<file path="config.mk">
export PLATFORM = sky130hd
export DESIGN_NAME = maccum_tile_scheduler_flat
export DESIGN_NICKNAME = d
export VERILOG_FILES = /design/src/rtl/maccum_tile_scheduler_if.sv /design/src/rtl/maccum_tile_scheduler.sv /design/src/flat_wrapper.sv
export SDC_FILE = /design/constraint.sdc
export NUM_CORES = 1
export LEC_CHECK = 0
export CORE_MARGIN = 3
export CORE_UTILIZATION = 40
export CTS_BUF_LIST = sky130_fd_sc_hd__clkbuf_8
export DETAILED_ROUTE_END_ITERATION = 8
export GPL_TIMING_DRIVEN = 1
export PLACE_DENSITY = 0.83
export SLEW_MARGIN = 20
export SYNTH_ARGS = -nofsm -noshare
export SYNTH_HDL_FRONTEND = slang
export SYNTH_SLANG_ARGS = --single-unit
</file>
<file path="constraint.sdc">
create_clock -name iCLK -period 1.9 [get_ports iCLK]
set_clock_uncertainty 0.05 [all_clocks]
set_input_delay 0.285 -clock iCLK [delete_from_list [all_inputs] [get_ports iCLK]]
set_output_delay 0.285 -clock iCLK [all_outputs]
set_load 0.02 [all_outputs]
</file>
<file path="src/rtl/maccum_tile_scheduler_if.sv">
// Bundle of the upstream state channel, tile memory port and the two Maccum-facing
// channels. The master modport is the scheduler; the slave modport is its surroundings.
interface maccum_tile_scheduler_if #(
  parameter int NP = 4,
  parameter int NC = 4,
  parameter int WF = 4,
  parameter int NT = 3,
  parameter int AW = 8
);
  localparam int WWB = NC*NP*WF + NC*WF;
  localparam int TW  = (NT > 1) ? $clog2(NT) : 1;

  logic              iValid_AM_State;
  logic              oReady_AM_State;
  logic [NP*WF-1:0]  iData_AM_State;
  logic              oRdEn;
  logic [AW-1:0]     oRdAddr;
  logic [WWB-1:0]    iRdData;
  logic              oValid_BM_WeightBias;
  logic              iReady_BM_WeightBias;
  logic [WWB-1:0]    oData_BM_WeightBias;
  logic              oValid_BM_State0;
  logic              iReady_BM_State0;
  logic [NP*WF-1:0]  oData_BM_State0;
  logic [TW-1:0]     oTile;
  logic              oBusy;
  logic              oDone;
  logic [1:0]        dbg_state;

  modport master (
    input  iValid_AM_State, iData_AM_State, iRdData,
           iReady_BM_WeightBias, iReady_BM_State0,
    output oReady_AM_State, oRdEn, oRdAddr,
           oValid_BM_WeightBias, oData_BM_WeightBias,
           oValid_BM_State0, oData_BM_State0,
           oTile, oBusy, oDone, dbg_state
  );

  modport slave (
    output iValid_AM_State, iData_AM_State, iRdData,
           iReady_BM_WeightBias, iReady_BM_State0,
    input  oReady_AM_State, oRdEn, oRdAddr,
           oValid_BM_WeightBias, oData_BM_WeightBias,
           oValid_BM_State0, oData_BM_State0,
           oTile, oBusy, oDone, dbg_state
  );
endinterface

</file>
<file path="src/rtl/maccum_tile_scheduler.sv">
// Streams NT weight/bias tiles from a 1-cycle-latency memory, pairing each with a
// replayed copy of one latched input state vector for a single Maccum instance.
module maccum_tile_scheduler #(
  parameter int NP   = 4,
  parameter int NC   = 4,
  parameter int WF   = 4,
  parameter int NT   = 3,
  parameter int BASE = 0,
  parameter int AW   = 8
) (
  input  logic                    iCLK,
  input  logic                    iRST,
  maccum_tile_scheduler_if.master bus
);
  localparam int WWB = NC*NP*WF + NC*WF;
  localparam int TW  = (NT > 1) ? $clog2(NT) : 1;

  typedef enum logic [1:0] {IDLE = 2'd0, FETCH = 2'd1, LOAD = 2'd2, ISSUE = 2'd3} state_e;

  state_e           state_q, state_d;
  logic [TW-1:0]    tile_q, tile_d;
  logic [NP*WF-1:0] st_q, st_d;
  logic [WWB-1:0]   wb_q, wb_d;
  logic             wb_vld_q, wb_vld_d;
  logic             s0_vld_q, s0_vld_d;
  logic             wb_hs, s0_hs, tile_done, last_tile;

  // Handshake: a transfer happens on a rising clock edge where valid and ready are both
  // high; valid and data are held while valid && !ready, and valid drops after transfer.
  assign wb_hs     = wb_vld_q & bus.iReady_BM_WeightBias;
  assign s0_hs     = s0_vld_q & bus.iReady_BM_State0;
  // A tile is finished when neither channel still has a transfer outstanding.
  assign tile_done = (!wb_vld_q | wb_hs) & (!s0_vld_q | s0_hs);
  assign last_tile = (tile_q == TW'(NT-1));

  assign bus.oReady_AM_State      = (state_q == IDLE) & ~iRST;
  assign bus.oRdAddr              = AW'(BASE) + AW'(tile_q);
  assign bus.oValid_BM_WeightBias = wb_vld_q;
  assign bus.oData_BM_WeightBias  = wb_q;
  assign bus.oValid_BM_State0     = s0_vld_q;
  assign bus.oData_BM_State0      = st_q;
  assign bus.oTile                = tile_q;
  assign bus.oBusy                = (state_q != IDLE);
  assign bus.dbg_state            = state_q;

  always_ff @(posedge iCLK) begin
    if (iRST) begin
      state_q  <= IDLE;
      tile_q   <= '0;
      st_q     <= '0;
      wb_q     <= '0;
      wb_vld_q <= 1'b0;
      s0_vld_q <= 1'b0;
    end else begin
      state_q  <= state_d;
      tile_q   <= tile_d;
      st_q     <= st_d;
      wb_q     <= wb_d;
      wb_vld_q <= wb_vld_d;
      s0_vld_q <= s0_vld_d;
    end
  end

  always_comb begin
    state_d   = state_q;
    tile_d    = tile_q;
    st_d      = st_q;
    wb_d      = wb_q;
    wb_vld_d  = wb_vld_q;
    s0_vld_d  = s0_vld_q;
    bus.oRdEn = 1'b0;
    bus.oDone = 1'b0;
    case (state_q)
      IDLE: begin
        if (bus.iValid_AM_State) begin
          st_d    = bus.iData_AM_State;
          tile_d  = '0;
          state_d = FETCH;
        end
      end
      FETCH: begin
        bus.oRdEn = 1'b1;
        state_d   = LOAD;
      end
      LOAD: begin
        wb_d     = bus.iRdData;
        wb_vld_d = 1'b1;
        s0_vld_d = 1'b1;
        state_d  = ISSUE;
      end
      ISSUE: begin
        if (wb_hs) wb_vld_d = 1'b0;
        if (s0_hs) s0_vld_d = 1'b0;
        if (tile_done) begin
          if (last_tile) begin
            bus.oDone = 1'b1;
            state_d   = IDLE;
          end else begin
            tile_d  = tile_q + TW'(1);
            state_d = FETCH;
          end
        end
      end
      default: state_d = IDLE;
    endcase
  end
endmodule

</file>
<file path="src/flat_wrapper.sv">
// flat-port wrapper written by rule: the top's interface ports become plain ports
module maccum_tile_scheduler_flat 
#(
  parameter int NP   = 4,
  parameter int NC   = 4,
  parameter int WF   = 4,
  parameter int NT   = 3,
  parameter int BASE = 0,
  parameter int AW   = 8
)
  (iCLK, iRST, bus_iValid_AM_State, bus_iData_AM_State, bus_iRdData, bus_iReady_BM_WeightBias, bus_iReady_BM_State0, bus_oReady_AM_State, bus_oRdEn, bus_oRdAddr, bus_oValid_BM_WeightBias, bus_oData_BM_WeightBias, bus_oValid_BM_State0, bus_oData_BM_State0, bus_oTile, bus_oBusy, bus_oDone, bus_dbg_state);
  maccum_tile_scheduler_if #(.NP(NP), .NC(NC), .WF(WF), .NT(NT), .AW(AW)) bus_i ();
  input  logic iCLK;
  input  logic iRST;
  input wire logic [$bits(bus_i.iValid_AM_State)-1:0] bus_iValid_AM_State;
  input wire logic [$bits(bus_i.iData_AM_State)-1:0] bus_iData_AM_State;
  input wire logic [$bits(bus_i.iRdData)-1:0] bus_iRdData;
  input wire logic [$bits(bus_i.iReady_BM_WeightBias)-1:0] bus_iReady_BM_WeightBias;
  input wire logic [$bits(bus_i.iReady_BM_State0)-1:0] bus_iReady_BM_State0;
  output wire logic [$bits(bus_i.oReady_AM_State)-1:0] bus_oReady_AM_State;
  output wire logic [$bits(bus_i.oRdEn)-1:0] bus_oRdEn;
  output wire logic [$bits(bus_i.oRdAddr)-1:0] bus_oRdAddr;
  output wire logic [$bits(bus_i.oValid_BM_WeightBias)-1:0] bus_oValid_BM_WeightBias;
  output wire logic [$bits(bus_i.oData_BM_WeightBias)-1:0] bus_oData_BM_WeightBias;
  output wire logic [$bits(bus_i.oValid_BM_State0)-1:0] bus_oValid_BM_State0;
  output wire logic [$bits(bus_i.oData_BM_State0)-1:0] bus_oData_BM_State0;
  output wire logic [$bits(bus_i.oTile)-1:0] bus_oTile;
  output wire logic [$bits(bus_i.oBusy)-1:0] bus_oBusy;
  output wire logic [$bits(bus_i.oDone)-1:0] bus_oDone;
  output wire logic [$bits(bus_i.dbg_state)-1:0] bus_dbg_state;
  assign bus_i.iValid_AM_State = bus_iValid_AM_State;
  assign bus_i.iData_AM_State = bus_iData_AM_State;
  assign bus_i.iRdData = bus_iRdData;
  assign bus_i.iReady_BM_WeightBias = bus_iReady_BM_WeightBias;
  assign bus_i.iReady_BM_State0 = bus_iReady_BM_State0;
  assign bus_oReady_AM_State = bus_i.oReady_AM_State;
  assign bus_oRdEn = bus_i.oRdEn;
  assign bus_oRdAddr = bus_i.oRdAddr;
  assign bus_oValid_BM_WeightBias = bus_i.oValid_BM_WeightBias;
  assign bus_oData_BM_WeightBias = bus_i.oData_BM_WeightBias;
  assign bus_oValid_BM_State0 = bus_i.oValid_BM_State0;
  assign bus_oData_BM_State0 = bus_i.oData_BM_State0;
  assign bus_oTile = bus_i.oTile;
  assign bus_oBusy = bus_i.oBusy;
  assign bus_oDone = bus_i.oDone;
  assign bus_dbg_state = bus_i.dbg_state;
  maccum_tile_scheduler #(.NP(NP), .NC(NC), .WF(WF), .NT(NT), .BASE(BASE), .AW(AW)) u_core (.iCLK(iCLK), .iRST(iRST), .bus(bus_i));
endmodule
</file>
Word-level counts from Yosys, hierarchy flattened
Index checks and enable logic that the tools add are counted.
- bits in registers: 102
- bits in latches: 0
- RAM bits: 0
- bits in read-only memories: 0
- bits of input ports: 101
- output and inout bits: 114
- logic and storage cells: 50
- memories kept: 0
- add/subtract/negate cells: 1
- $mul: 0
- divide/modulo/power cells: 0
- order comparisons: 0
- equality and inequality tests: 9
- shift operators: 0
- multiplexer cells: 16
- bitwise operators: 7
- reduce and logical (&&, ||, !) cells: 11
- operators by type and width (operator ; number):
    $mux W2 ; 5
    $pmux W2 S4 ; 1
    $reduce_and A2 Y1 ; 4
    $mux W1 ; 7
    $eq A2 B2 Y1 const B ; 3
    $ne A2 B1 Y1 const B ; 3
    $reduce_bool A2 Y1 ; 3
    $and A1 B1 Y1 ; 4
    $ne A2 B2 Y1 const B ; 2
    $pmux W1 S2 ; 2
    $pmux W2 S2 ; 1
    $reduce_and A4 Y1 ; 1
    $add A2 B1 Y2 const B ; 1
    $eq A2 B1 Y1 const B ; 1
    $logic_not A1 Y1 ; 2
    $logic_not A2 Y1 ; 1
    $or A1 B1 Y1 ; 2
    $not A1 Y1 ; 1

Longest topological paths before layout
- word-level depth: 5
- depth in mapped cells: 7
- depth with buffers taken out: 6

Worst setup path before layout
No wires, ideal clock.
- kind: register to output
- from: reg u_core.state_q[1], in the netlist u_core.bus.dbg_state[1]
- to: out bus_oDone
- data arrival time: 1394 ps
- slack: 171 ps
- stages on the path, launching flop included: 4
- path buffers: 0
- path through: dfxtp_1 ha_1 nand2_2 nor3_1
- cells in the longest elaborated chain, start to end: 2
- RTL lines (what ; RTL line ; RTL):
    from (decl) ; maccum_tile_scheduler.sv:20 ; state_e state_q, state_d;
    from (signal assigned) ; maccum_tile_scheduler.sv:55 ; state_q <= state_d;
    $eq A2 B2 Y1 ; maccum_tile_scheduler.sv:73 ; case (state_q)
    $mux W1 ; maccum_tile_scheduler.sv:73 ;
    to (decl) ; flat_wrapper.sv:29 ; output wire logic [$bits(bus_i.oDone)-1:0] bus_oDone;
No other way between the ends.

Worst setup path in the final report
- from: reg u_core.state_q[1], in the netlist u_core.bus.dbg_state[1]
- to: out bus_dbg_state[1]
- RTL lines (what ; RTL line ; RTL):
    to (decl) ; flat_wrapper.sv:30 ; output wire logic [$bits(bus_i.dbg_state)-1:0] bus_dbg_state;
No word-level cell between the ends.

==> summary.md <==
| Metric | Value |
|---|---|
| Endpoints failing setup | `0` |
| Switching pwr | `2746 µW` |
| TritonCTS Buffers | `9` |
| Hold/Removal Path Class | `reg -> reg` |
| Worst VDD drop | `0.6225 mV` |
| Total track usage | `19.25%` |
| Synth Warn # | `0` |
| WHS Endpoint | `u_core.bus.oData_BM_State0[5]` |
| P_int | `4898 µW` |
| Synth unique cells | `28` |
| N_diodes | `0` |
| Max Transition Viols Final | `0` |
| Worst r2r src | `u_core.bus.dbg_state[1]` |
| CP max-delay cell | `clkdlybuf4s50_1` |
| Die width | `104.3 µm` |
| # fillers | `758` |
| Period minus WS final | `1.807 ns` |
| H-tree Lvls | `3` |
| Boundary Pins | `215` |
| Share of cells above drive strength 1 | `7.488%` |
| Initial antenna violation count | `0` |
| PwrDens | `1216 nW/µm²` |
| Hold Startpoint | `u_core.bus.oData_BM_State0[5]` |
| CP Class | `reg -> out` |
| Die area | `10880 µm²` |
| Slew headroom | `65.65%` |
| Worst Tran Pin Value | `0.5152 ns` |
| Critical path depth | `2` |
| Reg-to-reg endpoint | `u_core.bus.oData_BM_State0[10]` |
| Cell count after synthesis | `386` |
| Worst setup margin | `0.09260 ns` |
| Top cell type's share of synthesized area | `52.80%` |
| Hpwl dp | `8.011 mm` |
| Status | `complete, no violations` |
| Largest fanout on the critical path | `5` |
| R2R Setup Slk | `0.20 ns` |
| TNS Setup | `0 ns` |
| Synth Register Bits | `102` |
| WP data required | `1.56 ns` |
| Power share of the clock group | `17.2%` |
| Final period util | `95.13%` |
| Syn Std Cell Area | `3867 µm²` |
| Delay-heaviest family, CP | `buffers and inverters` |
| Total clock sinks | `102` |
| Slowest cell delay on critical path | `0.63 ns` |
| RSZ-0062 raised after global routing | `false` |
| DRC viols | `0` |
| Num rows | `35` |
| Synth area leader | `dfxtp_1` |
| Worst Reg2Reg Path Length in Cells | `7` |
| Final hold vios | `0` |
| Vias in the first global route | `3454` |
| Initial Utilization | `41.46%` |
| Combinational fraction of design power | `46.2%` |
| Final design utilization | `67.40%` |
| GP Congestion | `0.7758` |
| Vias post-DR | `3385` |
| Startpoint Class | `flip-flop` |
| Dpl ws | `-0.09474 ns` |
| Core Area | `9328 µm²` |
| IO Port Bufs | `208` |
| Max Freq | `553.3 MHz` |
| Root buf cell | `clkbuf_8` |
| Static leakage | `0.002325 µW` |
| CP Cell Sequence | `buf_4 > clkdlybuf4s50_1` |
| Worst skew pair latency | `0.35 ns` |
| Maxcap violations | `0` |
| Register Area | `2042 µm²` |
| Critical Path AT | `1.47 ns` |
| Hold Path Depth | `2` |
| First-pass GRT wire length | `17.17 mm` |
| CP endpoint kind | `output port` |
| Final ANT Viol Nets | `0` |
| NumNets Final | `704` |
| WL per Instance | `14.42 µm` |
| Die Span Y | `104.3 µm` |
| Vias per inst | `4.637` |
| CP bufs+invs | `2` |
| Multi-input gate area | `1635 µm²` |
| Synth-to-Final Area Change | `62.57%` |
| TritonRoute pass-1 iters | `4` |
| WHS | `0.4084 ns` |
| Iter 0 DRT Violations | `86` |
| Seq/Total Area, Yosys | `52.80%` |
| Largest net degree at the start of global routing | `104` |
| WL final | `10.53 mm` |
| CTS tree | `built` |
| Avg Cell Area, Syn | `10.02 µm²` |
| CTS Buffer Depth | `2` |
| Clock transition at the registers of the reported paths | `0.10 ns` |
| Overflow after GRT | `0` |
| Sw frac | `35.93%` |
| Sequential Power Share | `36.6%` |
| Synth top area cells | `dfxtp_1 (53%), mux2i_1 (21%), nor2_1 (8.2%)` |
what timing repair did:
action / 4_1_cts / 5_1_grt
setup buffers: 0 / 2
resized for setup: 9 / 6
hold buffers: 0 / 0
setup endpoints to repair: 4 / 7
layer usage:
layer	share of wire [%]	track usage [%]	vias to the layer above
li1	-	-	1671
met1	40	21.99	1570
met2	51	34.32	130
met3	7.2	5.835	14
met4	1.5	5.888	0
met5	0	0	-
layout by cell type (no fill, tap or decap), drive strengths merged:
master and n:
nand3 2, clkinvlp 2, a311oi 1, clkinv 1
ha 7, a41o 1, a21oi 19, conb 6
mux2i 81, and2 1, buf 20, a21o 2
dfxtp 102, nand2 39, inv 7, a211o 1
o21ai 2, o211a 1, nor2b 3, clkbuf 13
clkdlybuf4s50 203, nor2 84, nor3 1, nand2b 2
power groups by stage:
stage / registers, µW / logic, µW / clock network [µW]
finish: 2800 / 3530 / 1320
detailed placement: 2850 / 3560 / 0
global route: 2850 / 3790 / 1450
CTS: 2800 / 3560 / 1370
floorplan: 3370 / 1510 / 0
global placement: 2820 / 3500 / 0
tightest hold or removal path: stages, from the launching register on:
cell     delay [ns]
dfxtp_1        0.32
nand2_1        0.05
a21oi_1        0.05
synth_stat cells:
master    instances
nor2b_1           1
buf_6             1
clkbuf_1          1
conb_1            1
buf_4            17
o21ai_2           1
mux2i_1          81
nor3_1            1
buf_2            12
a21o_1            2
a21oi_1          19
a311oi_1          1
ha_1              7
o211a_1           1
a211o_1           1
inv_1             5
nand2b_1          1
a41o_1            1
nand2b_2          1
nand3_1           2
nor2b_4           1
nor2b_2           1
o21ai_4           1
and2_1            1
nand2_1          38
nand2_2           1
dfxtp_1         102
nor2_1           84
flip-flops by register name, summed over array words and instances (netlist names):
signal	flops
u_core.bus.oData_BM_State0	16
u_core.bus.oData_BM_WeightBias	80
u_core.bus.dbg_state	2
u_core.bus.oTile	2
u_core.bus.oValid_BM_State0	1
u_core.bus.oValid_BM_WeightBias	1
how the worst max path moves through the flow:
| stage | startpoint | to | slack [ns] |
|---|---|---|---|
| after global routing | u_core.bus.dbg_state[1] | bus_dbg_state[1] | 0.03 |
| after detailed placement | bus_iReady_BM_WeightBias | bus_oDone | -0.09 |
| after CTS | u_core.bus.dbg_state[1] | bus_oRdEn | 0.006 |
| after global placement | bus_iReady_BM_WeightBias | bus_oDone | -0.1 |
| after floorplan | u_core.bus.dbg_state[1] | bus_oDone | 0.17 |
| final | u_core.bus.dbg_state[1] | bus_dbg_state[1] | 0.09 |
area by class of cell:
type,instances,area share [%]
well taps,129,2.567
inverters,5,0.2985
flip-flops and latches,102,32.48
clock buffers,11,2.408
multi-input cells,253,26.01
repair buffers,225,35.58
clock inverters,5,0.6567
through the flow:
stage               power [µW]  std cells  area [µm²]
floorplan                 4884        391        3886
global placement          6315        712        6100
detailed placement        6413        712        6100
CTS                       7729        728        6292
global route              8090        730        6287
finish                    7644        730        6287
cells by family after synthesis:
logic type	after synthesis	synth area share, %
other	1	0.09696
muxes	81	20.96
DFF	102	52.80
and+or+nand+nor	132	13.69
AOI/OAI and AO/OA	27	4.465
adders and majority gates	7	2.265
buffers and inverters	36	5.726
(Power assumes the default switching activity.)
